===== src/rtl/saturation_pkg.sv =====
// Shared constants and helpers for the saturation filter: fixed latency,
// rounding constant and the final clamp used by each channel.
package saturation_pkg;

  localparam int unsigned LATENCY = 9;

  typedef struct packed {
    logic        clip;
    logic [63:0] val;
  } clamp_t;

  function automatic int unsigned round_adder(input int unsigned f);
    return (f == 0) ? 32'd0 : (32'd1 << (f - 1));
  endfunction

  function automatic clamp_t clamp_pix(input logic signed [63:0] v, input int unsigned pw);
    clamp_t            c;
    logic signed [63:0] vmax;
    vmax = (64'sd1 <<< pw) - 64'sd1;
    if (v < 64'sd0)
      c = '{clip: 1'b1, val: '0};
    else if (v > vmax)
      c = '{clip: 1'b1, val: $unsigned(vmax)};
    else
      c = '{clip: 1'b0, val: $unsigned(v)};
    return c;
  endfunction

endpackage


===== src/rtl/saturation_ch.sv =====
// Per-channel back half of the saturation filter (stages 5-9):
// out = clamp(round(y*2^F + (pix - y)*sat)), or the raw pixel in bypass.
module saturation_ch
  import saturation_pkg::*;
#(
  parameter int unsigned PIXEL_WIDTH        = 8,
  parameter int unsigned COE_WIDTH          = 10,
  parameter int unsigned COE_FRACTION_WIDTH = 6
) (
  input  logic                   clk,
  input  logic                   rst_n,
  input  logic [PIXEL_WIDTH-1:0] pix,
  input  logic [PIXEL_WIDTH-1:0] y,
  input  logic [COE_WIDTH-1:0]   sat,
  input  logic                   bypass,
  output logic [PIXEL_WIDTH-1:0] out,
  output logic                   clip
);

  localparam int unsigned PW = PIXEL_WIDTH;
  localparam int unsigned F  = COE_FRACTION_WIDTH;
  localparam int unsigned PC = PIXEL_WIDTH + COE_WIDTH;
  localparam int unsigned VW = PC + 2;
  localparam logic signed [VW-1:0] RND = VW'(round_adder(F));

  logic [PC-1:0]        pix_sat5, y_sat5, y_sat6;
  logic [PW-1:0]        y5, pix5, pix6, pix7, pix8;
  logic                 byp5, byp6, byp7, byp8;
  logic [PC:0]          s6;
  logic signed [VW-1:0] v7, r8;
  clamp_t               c;

  always_comb c = clamp_pix(64'(r8), PW);

  // The subtraction is split from the addition so each stage holds one adder;
  // the signed intermediate absorbs the (pix - y) negative range.
  always_ff @(posedge clk or negedge rst_n) begin
    if (!rst_n) begin
      pix_sat5 <= '0;
      y_sat5   <= '0;
      y5       <= '0;
      pix5     <= '0;
      byp5     <= '0;
      s6       <= '0;
      y_sat6   <= '0;
      pix6     <= '0;
      byp6     <= '0;
      v7       <= '0;
      pix7     <= '0;
      byp7     <= '0;
      r8       <= '0;
      pix8     <= '0;
      byp8     <= '0;
      out      <= '0;
      clip     <= '0;
    end else begin
      pix_sat5 <= PC'(pix) * PC'(sat);
      y_sat5   <= PC'(y) * PC'(sat);
      y5       <= y;
      pix5     <= pix;
      byp5     <= bypass;

      s6       <= (PC+1)'(pix_sat5) + ((PC+1)'(y5) << F);
      y_sat6   <= y_sat5;
      pix6     <= pix5;
      byp6     <= byp5;

      v7       <= $signed(VW'(s6)) - $signed(VW'(y_sat6));
      pix7     <= pix6;
      byp7     <= byp6;

      r8       <= (v7 + RND) >>> F;
      pix8     <= pix7;
      byp8     <= byp7;

      out      <= byp8 ? pix8 : c.val[PW-1:0];
      clip     <= byp8 ? 1'b0 : c.clip;
    end
  end

endmodule


===== src/rtl/saturation_shadowed.sv =====
// RGB saturation filter with frame-synchronous shadow coefficients and a fixed
// 9-clock latency. Optional clip statistics: SATURATION_CLIP_STAT_EN.
module saturation_shadowed
  import saturation_pkg::*;
#(
  parameter int unsigned PIXEL_WIDTH        = 8,
  parameter int unsigned COE_WIDTH          = 10,
  parameter int unsigned COE_FRACTION_WIDTH = 6,
  parameter int unsigned SAT_DEFAULT        = 64,
  parameter int unsigned YCOE0_DEFAULT      = 19,
  parameter int unsigned YCOE1_DEFAULT      = 38,
  parameter int unsigned YCOE2_DEFAULT      = 7,
  parameter int unsigned CNT_WIDTH          = 24
) (
  input  logic                     clk,
  input  logic                     rst_n,
  input  logic [COE_WIDTH-1:0]     saturation_i,
  input  logic [COE_WIDTH-1:0]     ycoe0_i,
  input  logic [COE_WIDTH-1:0]     ycoe1_i,
  input  logic [COE_WIDTH-1:0]     ycoe2_i,
  input  logic                     bypass_i,
  input  logic [3*PIXEL_WIDTH-1:0] di_i,
  input  logic                     de_i,
  input  logic                     hs_i,
  input  logic                     vs_i,
  output logic [3*PIXEL_WIDTH-1:0] do_o,
  output logic                     de_o,
  output logic                     hs_o,
  output logic                     vs_o,
  output logic [CNT_WIDTH-1:0]     clip_cnt_o
);

  localparam int unsigned PW = PIXEL_WIDTH;
  localparam int unsigned CW = COE_WIDTH;
  localparam int unsigned F  = COE_FRACTION_WIDTH;
  localparam int unsigned PC = PIXEL_WIDTH + COE_WIDTH;
  localparam logic [PC+1:0] SRND = (PC+2)'(round_adder(F));
  localparam logic [PC+1:0] YMAX = (PC+2)'({PW{1'b1}});

  logic [CW-1:0] sat_a, ycoe0_a, ycoe1_a, ycoe2_a;
  logic          byp_a, vs_d;

  logic [PC-1:0]    p0_1, p1_1, p2_1, p2_2;
  logic [PC:0]      ps2;
  logic [PC+1:0]    s3, y_full;
  logic [PW-1:0]    y4;
  logic [3*PW-1:0]  pix1, pix2, pix3, pix4;
  logic [CW-1:0]    sat1, sat2, sat3, sat4;
  logic             byp1, byp2, byp3, byp4;
  logic [LATENCY-1:0] de_sr, hs_sr, vs_sr;
  logic [2:0]       clip;

  always_ff @(posedge clk or negedge rst_n) begin
    if (!rst_n) begin
      sat_a   <= CW'(SAT_DEFAULT);
      ycoe0_a <= CW'(YCOE0_DEFAULT);
      ycoe1_a <= CW'(YCOE1_DEFAULT);
      ycoe2_a <= CW'(YCOE2_DEFAULT);
      byp_a   <= 1'b0;
      vs_d    <= 1'b0;
    end else begin
      vs_d <= vs_i;
      if (vs_i && !vs_d) begin
        sat_a   <= saturation_i;
        ycoe0_a <= ycoe0_i;
        ycoe1_a <= ycoe1_i;
        ycoe2_a <= ycoe2_i;
        byp_a   <= bypass_i;
      end
    end
  end

  always_comb y_full = (s3 + SRND) >> F;

  // sat and bypass travel with each pixel so a mid-pipeline swap never mixes frames.
  always_ff @(posedge clk or negedge rst_n) begin
    if (!rst_n) begin
      p0_1 <= '0;
      p1_1 <= '0;
      p2_1 <= '0;
      ps2  <= '0;
      p2_2 <= '0;
      s3   <= '0;
      y4   <= '0;
      pix1 <= '0;
      pix2 <= '0;
      pix3 <= '0;
      pix4 <= '0;
      sat1 <= '0;
      sat2 <= '0;
      sat3 <= '0;
      sat4 <= '0;
      byp1 <= '0;
      byp2 <= '0;
      byp3 <= '0;
      byp4 <= '0;
    end else begin
      p0_1 <= PC'(ycoe0_a) * PC'(di_i[0 +: PW]);
      p1_1 <= PC'(ycoe1_a) * PC'(di_i[PW +: PW]);
      p2_1 <= PC'(ycoe2_a) * PC'(di_i[2*PW +: PW]);
      ps2  <= (PC+1)'(p0_1) + (PC+1)'(p1_1);
      p2_2 <= p2_1;
      s3   <= (PC+2)'(ps2) + (PC+2)'(p2_2);
      y4   <= (y_full > YMAX) ? YMAX[PW-1:0] : y_full[PW-1:0];
      pix1 <= di_i;
      pix2 <= pix1;
      pix3 <= pix2;
      pix4 <= pix3;
      sat1 <= sat_a;
      sat2 <= sat1;
      sat3 <= sat2;
      sat4 <= sat3;
      byp1 <= byp_a;
      byp2 <= byp1;
      byp3 <= byp2;
      byp4 <= byp3;
    end
  end

  always_ff @(posedge clk or negedge rst_n) begin
    if (!rst_n) begin
      de_sr <= '0;
      hs_sr <= '0;
      vs_sr <= '0;
    end else begin
      de_sr <= {de_sr[LATENCY-2:0], de_i};
      hs_sr <= {hs_sr[LATENCY-2:0], hs_i};
      vs_sr <= {vs_sr[LATENCY-2:0], vs_i};
    end
  end

  assign de_o = de_sr[LATENCY-1];
  assign hs_o = hs_sr[LATENCY-1];
  assign vs_o = vs_sr[LATENCY-1];

  for (genvar ch = 0; ch < 3; ch++) begin : g_ch
    saturation_ch #(
      .PIXEL_WIDTH       (PIXEL_WIDTH),
      .COE_WIDTH         (COE_WIDTH),
      .COE_FRACTION_WIDTH(COE_FRACTION_WIDTH)
    ) u_ch (
      .clk   (clk),
      .rst_n (rst_n),
      .pix   (pix4[ch*PW +: PW]),
      .y     (y4),
      .sat   (sat4),
      .bypass(byp4),
      .out   (do_o[ch*PW +: PW]),
      .clip  (clip[ch])
    );
  end

`ifdef SATURATION_CLIP_STAT_EN
  logic                 vs_o_d;
  logic [CNT_WIDTH-1:0] cnt;
  logic [1:0]           inc;
  logic [CNT_WIDTH:0]   sum;

  always_comb begin
    inc = de_o ? (2'(clip[0]) + 2'(clip[1]) + 2'(clip[2])) : 2'd0;
    sum = (CNT_WIDTH+1)'(cnt) + (CNT_WIDTH+1)'(inc);
  end

  // The increment seen on the vs_o edge belongs to the frame that starts there.
  always_ff @(posedge clk or negedge rst_n) begin
    if (!rst_n) begin
      vs_o_d     <= 1'b0;
      cnt        <= '0;
      clip_cnt_o <= '0;
    end else begin
      vs_o_d <= vs_o;
      if (vs_o && !vs_o_d) begin
        clip_cnt_o <= cnt;
        cnt        <= CNT_WIDTH'(inc);
      end else begin
        cnt <= sum[CNT_WIDTH] ? '1 : sum[CNT_WIDTH-1:0];
      end
    end
  end
`else
  logic unused_clip;
  assign unused_clip = ^clip;
  assign clip_cnt_o  = '0;
`endif

endmodule


===== config.mk =====
export PLATFORM = sky130hd
export DESIGN_NAME = saturation_shadowed
export DESIGN_NICKNAME = d
export VERILOG_FILES = /design/src/rtl/saturation_pkg.sv /design/src/rtl/saturation_ch.sv /design/src/rtl/saturation_shadowed.sv
export SDC_FILE = /design/constraint.sdc
export NUM_CORES = 2
export LEC_CHECK = 0
export CAP_MARGIN = 15
export CORE_MARGIN = 2
export CORE_UTILIZATION = 31
export CTS_BUF_LIST = sky130_fd_sc_hd__clkbuf_4
export CTS_CLUSTER_DIAMETER = 40
export DETAILED_ROUTE_END_ITERATION = 16
export PLACE_DENSITY = 0.56
export SKIP_CTS_REPAIR_TIMING = 1
export SYNTH_ARGS = -nofsm -noshare
export SYNTH_HDL_FRONTEND = slang
export SYNTH_SLANG_ARGS = --single-unit

===== constraint.sdc =====
create_clock -name clk -period 5.59 [get_ports clk]
set_input_delay 1.677 -clock clk [delete_from_list [all_inputs] [get_ports clk]]
set_output_delay 1.677 -clock clk [all_outputs]
set_load 0.05 [all_outputs]

==> metrics.cfg <==
[final_layout]
multi_input_area_mm2=0.0224
nets=4879
drive_above_1_share_pct=11.9
regArea_mm2=0.0172
fill_cells=13300
final_cell_mix=678 x dfrtp_1, 505 x inv_1, 478 x and2_1
area_delta_synth_final_pct=15.2
final_common_cell=dfrtp_1

[global_route]
track_usage_pct=13.2
antenna_found_initial=6
grt_max_degree=132
grt_first_pass_wirelength_um=146000
grt_pass1_vias=28000
overflow=0

[synthesis]
synthCells=3713
synth-seq-cells=688
synth_area_mm2=0.0418
yosys.cell_types.count=69
async_reset_ff_share_pct=100
synth_edf_count=0
ys_warn_count=0
ys.flop_type=dfrtp_1
syn_area_per_cell_um2=11.3
synth_seq_area_share_pct=41.2

[clock_network]
clk_pin_slew_worst_paths_ns=0.07
root_buffer=clkbuf_4
numCtsBuffers=184
cts_sinks=688
clockBufferDepth=3
cts_tree=done
worst_skew_pair.late_latency_ns=1.13
cts_max_level=4

[sta]
hold_ws_ns=0.321
slew_violations=0
hold_viol=0
fmax_mhz=189
rsz0062_at_grt=false
setup_violations=0
tightest_slew_ns=0.894
period_minus_slack_ns=5.30
slew_headroom_pct=40.4
min_period_over_period_pct=94.9
tns_ns=0
fin_skew_ns=0.0464
setup_ws_ns=0.287

[worst_hold_path]
whs_endpoint=p2_2[3]
hold_start=p2_1[3]
min_path_type=flip-flop to flip-flop
whs_path_depth=0

[place]
place_ws_ns=-0.809
numPortBuffers=96
gp_congestion=0.830
place_hpwl_um=66100

[die]
core_mm2=0.134
die_h_um=371
rows=134
start_util_pct=31.3
dieArea_mm2=0.138
io_pins=121
die_x_um=371

[run_status]
status=complete, but fails checks
violations=design-rule violations

[setup_path]
timing.rr.start=sat4[1]
crit_chain=clkdlybuf4s50_1, buf_4, and2_1, fa_1, fa_1, fa_1, inv_1, fa_1, inv_1, ha_1, a21o_1, a21o_1, a21oi_1, nor2_1, a21oi_1, o31ai_1, a311oi_1
r2r-end=g_ch[0].u_ch.y_sat5[15]
r2r_slack_ns=0.53
cp_max_fo=5
cp_data_arrival_time_ns=6.28
reg2reg_depth=16
critPathMaxStageDelay_ns=0.51
critPathCaptureType=flip-flop
slowest_stage=fa_1
cp_common_cell=fa_1
critPathKind=input port to flip-flop
startpoint_type=input port
worstPathRequired_ns=6.57

[detailed_routing]
wl_per_cell_um=14.4
avgViaCountPerCell=4.38
drtIter0Drc=1036
routed_wl_um=86100
vias=26200
drcViolationCount=2
antenna_left=0
first_pass_iters=11

[run]
cap_violations=0

-- worst max-delay path by stage --
stage                     slack [ns]  startpoint  cells past startpoint       end
after floorplan                 0.04    di_i[23]                     14  p2_1[16]
after global placement         -0.68    di_i[20]                     16  p2_1[16]
after detailed placement       -0.81     di_i[2]                     17  p0_1[17]
after CTS                       0.50     di_i[2]                     17  p0_1[17]
after global routing            0.18     di_i[2]                     17  p0_1[17]
final                           0.29     di_i[2]                     17  p0_1[17]
-- kinds of logic after synthesis --
logic type,count (synthesis),share of synthesized area [%]
adders and majority gates,720,27.7
other,1,0.00897
and+or+nand+nor,1046,13.5
DFF,688,41.2
xor gates and xnor gates,205,4.30
buffers and inverters,580,5.42
AOI/OAI and AO/OA,429,6.71
muxes,44,1.18
-- synthesized netlist by cell type, drive strengths merged (5+ instances only) --
cell type | count | area [um2]
a211oi | 16 | 125
a21boi | 7 | 52.6
a21o | 45 | 338
a21oi | 128 | 644
a311oi | 7 | 61.3
a31o | 6 | 52.6
a31oi | 9 | 56.3
a41oi | 6 | 52.6
and2 | 478 | 2990
and3 | 27 | 169
buf | 33 | 214
clkbuf | 42 | 158
dfrtp | 678 | 17000
dfstp | 10 | 263
fa | 340 | 6810
ha | 380 | 4750
inv | 505 | 1900
mux2 | 41 | 462
nand2 | 203 | 762
nand2b | 20 | 125
nand3 | 38 | 190
nand3b | 7 | 52.6
nand4 | 24 | 150
nor2 | 138 | 518
nor2b | 33 | 206
nor3 | 39 | 195
nor3b | 7 | 52.6
o2111ai | 7 | 61.3
o211ai | 10 | 75.1
o21a | 37 | 278
o21ai | 79 | 395
o21bai | 7 | 52.6
o31ai | 31 | 233
or3 | 11 | 68.8
or4 | 5 | 37.5
xnor2 | 154 | 1350
xor2 | 51 | 447
-- sequential cells by signal, summed over array words and instances, names as in the netlist, 19 cells and up --
register and flops:
g_ch.u_ch.pix5 24, pix1 24, pix3 24, g_ch.u_ch.v7 45
pix4 24, g_ch.u_ch.s6 57, ps2 19, g_ch.u_ch.pix7 24
g_ch.u_ch.pix8 24, g_ch.u_ch.pix6 24, g_ch.u_ch.pix_sat5 54, g_ch.u_ch.r8 42
pix2 24, g_ch.u_ch.out 24
-- stage by stage --
stage                     cells  util, %  cell area (um2)
after global routing       5985     36.0            48100
after CTS                  5984     36.0            48100
after detailed placement   5671     34.3            45900
after floorplan            3736        -            41900
final                      5990     36.0            48100
after global placement     5671     34.3            45900
-- layout make-up --
cell class	count	share of cell area, %
Timing Repair Buffer	242	4.41
Clock buffer	259	4.04
Antenna cell	6	0.0312
Inverter	505	3.94
Clock inverter	54	0.637
Sequential cell	688	35.8
Tap cell	1768	4.59
Multi-Input combinational cell	2468	46.6
-- routing by layer --
metal | wire length [um] | up-vias | GRT usage, %
met2 | 41000 | 401 | 21.8
met3 | 3250 | 126 | 2.94
li1 | - | 12800 | -
met5 | 13 | - | 0
met4 | 1870 | 2 | 4.62
met1 | 40000 | 12900 | 17.1
-- critical path, delay by kind of cell --
| kind | cells | cell delay (ns) |
|---|---|---|
| fa+ha+maj | 5 | 2.27 |
| compound gates | 6 | 1.30 |
| buf+inv | 4 | 0.78 |
| simple gates | 2 | 0.26 |
Power is not shown: default switching activity piles up to over one toggle a cycle in this logic, so the estimate is an artifact.
